==> src/rtl/rsa_pkg.sv <==
`default_nettype none
// ============================================================================
//  Module      : rsa_pkg
//  Description : Shared types and helpers for the RSA decoder front-end:
//                sequencer state encoding, default word width and modulus,
//                and the modulus range check used on every ciphertext word.
//  Revision    : 1.0 - initial release
// ============================================================================
package rsa_pkg;

    localparam int          K_DEFAULT = 12;
    localparam logic [11:0] N_DEFAULT = 12'd3551;

    // Sequencer state encodings
    localparam logic [1:0] ST_IDLE_ENC   = 2'd0;
    localparam logic [1:0] ST_ISSUE_ENC  = 2'd1;
    localparam logic [1:0] ST_OUTPUT_ENC = 2'd2;

    typedef enum logic [1:0] {
        IDLE   = ST_IDLE_ENC,
        ISSUE  = ST_ISSUE_ENC,
        OUTPUT = ST_OUTPUT_ENC
    } seq_state_t;

    // A word is decodable only if it is strictly below the modulus.
    function automatic logic word_in_range(input logic [31:0] word,
                                           input logic [31:0] modulus);
        return (word < modulus);
    endfunction

endpackage
`default_nettype wire

==> src/rtl/rsa_seq_fifo.sv <==
`default_nettype none
// ============================================================================
//  Module      : rsa_seq_fifo
//  Description : Small synchronous FIFO with asynchronous active-low reset.
//                Pointers wrap naturally at DEPTH (a power of two). Read data
//                comes straight from the storage flops at the read pointer,
//                so the head word is valid the cycle after it was written.
//  Revision    : 1.0 - initial release
// ============================================================================
module rsa_seq_fifo #(
    parameter int DEPTH     = 4,
    parameter int LOG_DEPTH = 2,
    parameter int WIDTH     = 12
) (
    input  logic                 clk,
    input  logic                 rst_n,
    input  logic                 i_push,
    input  logic [WIDTH-1:0]     i_wdata,
    input  logic                 i_pop,
    output logic [WIDTH-1:0]     o_rdata,
    output logic                 o_full,
    output logic                 o_empty,
    output logic [LOG_DEPTH:0]   o_count
);

    localparam int CNT_W = LOG_DEPTH + 1;

    logic [WIDTH-1:0]     mem_q [DEPTH];
    logic [WIDTH-1:0]     mem_d [DEPTH];
    logic [LOG_DEPTH-1:0] wr_ptr_q, wr_ptr_d;
    logic [LOG_DEPTH-1:0] rd_ptr_q, rd_ptr_d;
    logic [CNT_W-1:0]     count_q, count_d;
    logic                 w_push;
    logic                 w_pop;

    // Elaboration guard: pointer wrap only works for power-of-two depths
    if ((1 << LOG_DEPTH) != DEPTH) begin : g_bad_depth
        $error("rsa_seq_fifo: DEPTH must equal 2**LOG_DEPTH");
    end

    assign o_full  = (count_q == CNT_W'(DEPTH));
    assign o_empty = (count_q == '0);
    assign o_count = count_q;
    assign o_rdata = mem_q[rd_ptr_q];
    assign w_push  = i_push && !o_full;
    assign w_pop   = i_pop && !o_empty;

    // Next-state for storage, pointers and occupancy
    always_comb begin
        mem_d    = mem_q;
        wr_ptr_d = wr_ptr_q;
        rd_ptr_d = rd_ptr_q;
        count_d  = count_q + CNT_W'(w_push) - CNT_W'(w_pop);
        if (w_push) begin
            mem_d[wr_ptr_q] = i_wdata;
            wr_ptr_d        = wr_ptr_q + LOG_DEPTH'(1);
        end
        if (w_pop) begin
            rd_ptr_d = rd_ptr_q + LOG_DEPTH'(1);
        end
    end

    // FIFO state registers
    always_ff @(posedge clk or negedge rst_n) begin
        if (!rst_n) begin
            for (int i = 0; i < DEPTH; i++) begin
                mem_q[i] <= '0;
            end
            wr_ptr_q <= '0;
            rd_ptr_q <= '0;
            count_q  <= '0;
        end else begin
            mem_q    <= mem_d;
            wr_ptr_q <= wr_ptr_d;
            rd_ptr_q <= rd_ptr_d;
            count_q  <= count_d;
        end
    end

endmodule
`default_nettype wire

==> src/rtl/rsa_dec_sequencer.sv <==
`default_nettype none
// ============================================================================
//  Module      : rsa_dec_sequencer
//  Description : Stream front-end for rsa_decoder. Buffers ciphertext words,
//                range-checks each against the modulus, drives the decoder's
//                level start/done handshake and returns one result per word,
//                in order, on a valid/ready output. Out-of-range words bypass
//                the decoder and come back raw with out_err set.
//                Optional build macro RSA_SEQ_TIMEOUT_EN adds a watchdog that
//                abandons a decode after TIMEOUT cycles and reports an error.
//  Revision    : 1.0 - initial release
// ============================================================================
module rsa_dec_sequencer
    import rsa_pkg::*;
#(
    parameter int           K         = K_DEFAULT,
    parameter logic [K-1:0] N         = K'(N_DEFAULT),
    parameter int           DEPTH     = 4,
    parameter int           LOG_DEPTH = 2,
    parameter int           TIMEOUT   = 1024
) (
    input  logic         clk,
    input  logic         rst_n,
    input  logic         in_valid,
    output logic         in_ready,
    input  logic [K-1:0] in_data,
    output logic         dec_start,
    output logic [K-1:0] dec_data_in,
    input  logic [K-1:0] dec_data_out,
    input  logic         dec_done,
    output logic         out_valid,
    input  logic         out_ready,
    output logic [K-1:0] out_data,
    output logic         out_err,
    output logic         busy
);

    localparam int CNT_W = LOG_DEPTH + 1;

    if (TIMEOUT < 1) begin : g_bad_timeout
        $error("rsa_dec_sequencer: TIMEOUT must be at least 1");
    end

    seq_state_t       state_q, state_d;
    logic             dec_start_q, dec_start_d;
    logic [K-1:0]     dec_data_in_q, dec_data_in_d;
    logic             out_valid_q, out_valid_d;
    logic [K-1:0]     out_data_q, out_data_d;
    logic             out_err_q, out_err_d;
    logic             busy_q, busy_d;

    logic             w_push;
    logic             w_pop;
    logic             w_fifo_full;
    logic             w_fifo_empty;
    logic [K-1:0]     w_head;
    logic [CNT_W-1:0] w_count;
    logic [CNT_W-1:0] w_count_next;
    logic             w_out_fire;

`ifdef RSA_SEQ_TIMEOUT_EN
    localparam int TMR_W = $clog2(TIMEOUT + 1);
    logic [TMR_W-1:0] timer_q, timer_d;
`endif

    assign in_ready     = !w_fifo_full;
    assign w_push       = in_valid && in_ready;
    assign w_out_fire   = out_valid_q && out_ready;
    assign w_count_next = w_count + CNT_W'(w_push) - CNT_W'(w_pop);

    assign dec_start    = dec_start_q;
    assign dec_data_in  = dec_data_in_q;
    assign out_valid    = out_valid_q;
    assign out_data     = out_data_q;
    assign out_err      = out_err_q;
    assign busy         = busy_q;

    rsa_seq_fifo #(
        .DEPTH     (DEPTH),
        .LOG_DEPTH (LOG_DEPTH),
        .WIDTH     (K)
    ) u_fifo (
        .clk     (clk),
        .rst_n   (rst_n),
        .i_push  (w_push),
        .i_wdata (in_data),
        .i_pop   (w_pop),
        .o_rdata (w_head),
        .o_full  (w_fifo_full),
        .o_empty (w_fifo_empty),
        .o_count (w_count)
    );

    // Sequencer next-state: pop/range-check, decoder handshake, result hold
    always_comb begin
        state_d       = state_q;
        dec_start_d   = dec_start_q;
        dec_data_in_d = dec_data_in_q;
        out_valid_d   = out_valid_q;
        out_data_d    = out_data_q;
        out_err_d     = out_err_q;
        w_pop         = 1'b0;
`ifdef RSA_SEQ_TIMEOUT_EN
        timer_d       = timer_q;
`endif
        case (state_q)
            IDLE: begin
                if (!w_fifo_empty) begin
                    w_pop = 1'b1;
                    if (word_in_range(32'(w_head), 32'(N))) begin
                        dec_data_in_d = w_head;
                        dec_start_d   = 1'b1;
                        state_d       = ISSUE;
`ifdef RSA_SEQ_TIMEOUT_EN
                        timer_d       = '0;
`endif
                    end else begin
                        // Decoder is never started for an out-of-range word
                        out_data_d  = w_head;
                        out_err_d   = 1'b1;
                        out_valid_d = 1'b1;
                        state_d     = OUTPUT;
                    end
                end
            end
            ISSUE: begin
                if (dec_done) begin
                    out_data_d  = dec_data_out;
                    out_err_d   = 1'b0;
                    out_valid_d = 1'b1;
                    dec_start_d = 1'b0;
                    state_d     = OUTPUT;
                end
`ifdef RSA_SEQ_TIMEOUT_EN
                else if (timer_q == TMR_W'(TIMEOUT - 1)) begin
                    // Watchdog expiry: report the raw word as an error
                    dec_start_d = 1'b0;
                    out_data_d  = dec_data_in_q;
                    out_err_d   = 1'b1;
                    out_valid_d = 1'b1;
                    state_d     = OUTPUT;
                end else begin
                    timer_d = timer_q + TMR_W'(1);
                end
`endif
            end
            OUTPUT: begin
                if (w_out_fire) begin
                    out_valid_d = 1'b0;
                end
                // Wait for the decoder's done to fall so the next start is
                // seen as a fresh request.
                if ((!out_valid_q || w_out_fire) && !dec_done) begin
                    state_d = IDLE;
                end
            end
            default: begin
                state_d = IDLE;
            end
        endcase
        busy_d = (w_count_next != '0) || (state_d != IDLE);
    end

    // Sequencer registers; reset drops dec_start and discards results at once
    always_ff @(posedge clk or negedge rst_n) begin
        if (!rst_n) begin
            state_q       <= IDLE;
            dec_start_q   <= 1'b0;
            dec_data_in_q <= '0;
            out_valid_q   <= 1'b0;
            out_data_q    <= '0;
            out_err_q     <= 1'b0;
            busy_q        <= 1'b0;
        end else begin
            state_q       <= state_d;
            dec_start_q   <= dec_start_d;
            dec_data_in_q <= dec_data_in_d;
            out_valid_q   <= out_valid_d;
            out_data_q    <= out_data_d;
            out_err_q     <= out_err_d;
            busy_q        <= busy_d;
        end
    end

`ifdef RSA_SEQ_TIMEOUT_EN
    // Watchdog counter for the ISSUE state
    always_ff @(posedge clk or negedge rst_n) begin
        if (!rst_n) begin
            timer_q <= '0;
        end else begin
            timer_q <= timer_d;
        end
    end
`endif

endmodule
`default_nettype wire

==> config.mk <==
export PLATFORM = sky130hd
export DESIGN_NAME = rsa_dec_sequencer
export DESIGN_NICKNAME = d
export VERILOG_FILES = /design/src/rtl/rsa_pkg.sv /design/src/rtl/rsa_seq_fifo.sv /design/src/rtl/rsa_dec_sequencer.sv
export SDC_FILE = /design/constraint.sdc
export NUM_CORES = 1
export LEC_CHECK = 0
export ABC_AREA = 1
export CAP_MARGIN = 10
export CORE_ASPECT_RATIO = 0.8
export CORE_MARGIN = 8
export CORE_UTILIZATION = 40
export CTS_CLUSTER_SIZE = 12
export DETAILED_ROUTE_END_ITERATION = 6
export SLEW_MARGIN = 20
export SYNTH_ARGS = -nofsm -noshare
export SYNTH_HDL_FRONTEND = slang
export SYNTH_SLANG_ARGS = --single-unit
==> constraint.sdc <==
create_clock -name clk -period 3.6 [get_ports clk]
set_input_delay 0.72 -clock clk [delete_from_list [all_inputs] [get_ports clk]]
set_output_delay 0.72 -clock clk [all_outputs]
set_load 0.05 [all_outputs]
==> results.yml <==
sta:
  finalMaxSlewViolations: 0
  whs_ns: 0.443
  rsz0062_at_grt: "false"
  finalSetupViolCount: 0
  relSlewSlack_pct: 44.7
  tightestPinTransition_ns: 0.828
  final.setup_skew_ns: 0.00614
  final-hold-violation-count: 0
  finalCritPeriodShare_pct: 71.3
  fmax_mhz: 389
  totalNegativeSetupSlack_ns: 0
  final.min_clock_period_ns: 2.57
min_path:
  hp-class: "in2async"
clocking:
  clkSlewWorstSetupHoldPaths_ns: 0.06
  post-cts-setup-buffer-count: 0
  cts_buffers: 9
  clockBufferDepth: 2
  cts_root_buffer: "clkbuf_16"
  holdBufCountCts: 0
  cts_tree: "built"
  htreeDepth: 3
  clkSinkCount: 85
  insertion_delay_ns: 0.33
  post_cts_resized: 0
drt:
  drtIter0Drc: 196
  viasPerCell: 4.75
  routed_wl_um: 9910
  ant_nets: 0
  drc: 0
  vias: 3447
  dr.pass1.iters: 5
  wl_per_cell_um: 13.7
placement:
  portBuffers: 57
  gp_congestion: 0.754
  place_hpwl_um: 6790
power_and_ir_drop:
  powerDensity_nw_per_um2: 1050
  ir_worst_vdd_mv: 0.517
  power.leakage_nw: 2.58
  comb_power_share_pct: 53.8
  p_sw_mw: 2.58
  clock_power_share_pct: 15.2
  power.internal_mw: 2.81
  pwr-share-seq_pct: 31.0
  p_sw_share_pct: 47.9
global_routing:
  grt_pass1_vias: 3358
  overflow: 0
  grt_max_degree: 86
  antenna_found_initial: 0
  grt_usage_pct: 14.6
  grt_first_pass_wirelength_um: 16900
worst_setup_path:
  critPathKind: "reg2reg"
  cp_cell_sequence: "inv_2, nand2_1, nand3_1, nand2_1, nor2_1, nand2_1, nor2_1, nor2_4, nand3_2, nand2_1, nor2_1, nand2_1"
  r2r-start: "u_fifo.rd_ptr_q[0]"
  critPathMaxStageDelay_ns: 0.51
  crit_required_ns: 3.82
  crit_top_cell: "nand2_1"
  endpoint_kind: "flop"
  timing.rr.end: "busy"
  start_kind: "flop"
  r2r_cells: 12
  rrSetupSlack_ns: 1.03
  arrival_ns: 2.78
  worst-path-max-fanout: 26
  cp_slowest_cell: "dfrtp_1"
floorplanning:
  fp-row-count: 33
  io_pins: 58
  coreArea_um2: 10300
  die-area_um2: 14200
  fp.dieW_um: 131
  start_util_pct: 41.2
  die_h_um: 108
cells_and_area:
  synthToLayoutAreaGrowth_pct: 20.4
  diodes: 0
  final_net_count: 619
  drive_gt1_share_pct: 7.69
  fin_util_pct: 49.7
yosys:
  yosys.area_share.simple_pct: 25.6
  ys_types: 27
  synth_compound_area_share_pct: 10.8
  syn-cell-area_um2: 4260
  synth_top_family_by_area: "simple AND/OR/NAND/NOR gates"
  ys_ff_latch: 85
  seq_area_frac_synth_pct: 50.0
  syn_area_per_cell_um2: 8.00
  synthAdderAreaFrac_pct: 3.29
  synth_nets: 571
  synth_xor_area_share_pct: 0.823
  yosys_warnings: 0
  synthMuxAreaShare_pct: 0
  post_synth_inst_count: 532
outcome:
  status: "finished, final reports clean"
flow_run:
  drv_cap: 0
-- layout by cell type (no fill, tap or decap), drive strengths merged --
cell type,netlist,routed
nand2,203,203
dfrtp,85,85
o21ai,77,77
inv,64,64
clkdlybuf4s50,0,56
nand3,41,41
nor2,17,17
clkbuf,10,11
ha,8,8
clkinv,1,5
buf,13,4
xor2,3,3
a21oi,3,3
or2,2,2
fa,2,2
and2,1,1
xnor2,1,1
a211oi,1,1
clkinvlp,0,1
-- worst max-delay path, delay by kind of cell, from the launching register on --
kind	cells	cell delay, ns
AND/OR/NAND/NOR	11	1.54
buffers and inverters	1	0.39
flip-flops	1	0.51
-- how the worst max path moves through the flow --
stage / startpoint / endpoint / slack [ns] / cells past startpoint
after floorplan: u_fifo.o_count[1] / busy / 1.14 / 11
after global placement: in_valid / busy / 0.94 / 10
after detailed placement: in_valid / busy / 0.88 / 10
after CTS: u_fifo.rd_ptr_q[0] / busy / 1.02 / 12
after global routing: u_fifo.rd_ptr_q[0] / busy / 0.66 / 12
final: u_fifo.rd_ptr_q[0] / busy / 1.03 / 12
-- layer usage --
metal / part of all wire, % / vias up / track usage [%]
li1: - / 1748 / -
met1: 49 / 1635 / 18.7
met2: 46 / 55 / 23.9
met3: 3.7 / 9 / 4.08
met4: 1.2 / 0 / 4.58
met5: 0 / - / 0
-- final cells by class --
class	count	area [µm²]
Clock buffer	11	233
Clock inverter	5	27.5
Fill cell	1028	5190
Inverter	65	245
Multi-Input combinational cell	359	1730
Sequential cell	85	2130
Tap cell	140	175
Timing Repair Buffer	60	594
-- power by group through the flow --
stage               Sequential (mW)  Clock (mW)  Combinational [mW]
detailed placement             1.69           0                2.92
global placement               1.68           0                2.86
finish                         1.67       0.821                2.90
CTS                            1.67       0.850                2.93
floorplan                      2.08           0                1.80
global route                   1.73       0.885                3.28
-- synth_stat cells, drive strengths merged --
library cell	count	share of area, %
a211oi	1	0.18
a21oi	3	0.44
and2	1	0.15
buf	13	2.9
clkbuf	10	0.88
clkinv	1	0.12
dfrtp	85	50
fa	2	0.94
ha	8	2.4
inv	64	5.6
nand2	203	18
nand3	41	5.2
nor2	17	1.7
o21ai	77	10
or2	2	0.29
xnor2	1	0.21
xor2	3	0.62
-- state kept, by name (all words and copies together) (netlist names) --
| register | count |
|---|---|
| u_fifo.mem_q | 48 |
| dec_start | 1 |
| out_data | 12 |
| u_fifo.rd_ptr_q | 2 |
| state_q | 2 |
| dec_data_in | 12 |
| out_err | 1 |
| u_fifo.o_count | 3 |
| out_valid | 1 |
| u_fifo.wr_ptr_q | 2 |
| busy | 1 |
-- stage by stage --
step | cells | power (mW) | area, µm² | setup WS, ns
global placement | 709 | 4.54 | 4860 | 0.938
finish | 725 | 5.39 | 5130 | 1.03
CTS | 725 | 5.45 | 5120 | 1.02
floorplan | 532 | 3.88 | 4260 | 1.14
detailed placement | 709 | 4.61 | 4860 | 0.877
global route | 725 | 5.89 | 5130 | 0.663
-- cell families (layout without fill, tap and decap cells) --
group | after synthesis | in the layout
AO/OA/AOI/OAI | 81 | 81
AND/OR/NAND/NOR | 264 | 264
flip-flops | 85 | 85
buffers and inverters | 88 | 141
adder cells (fa/ha/maj) | 10 | 10
XOR/XNOR | 4 | 4
No activity file was read; power rests on OpenSTA's default activity.
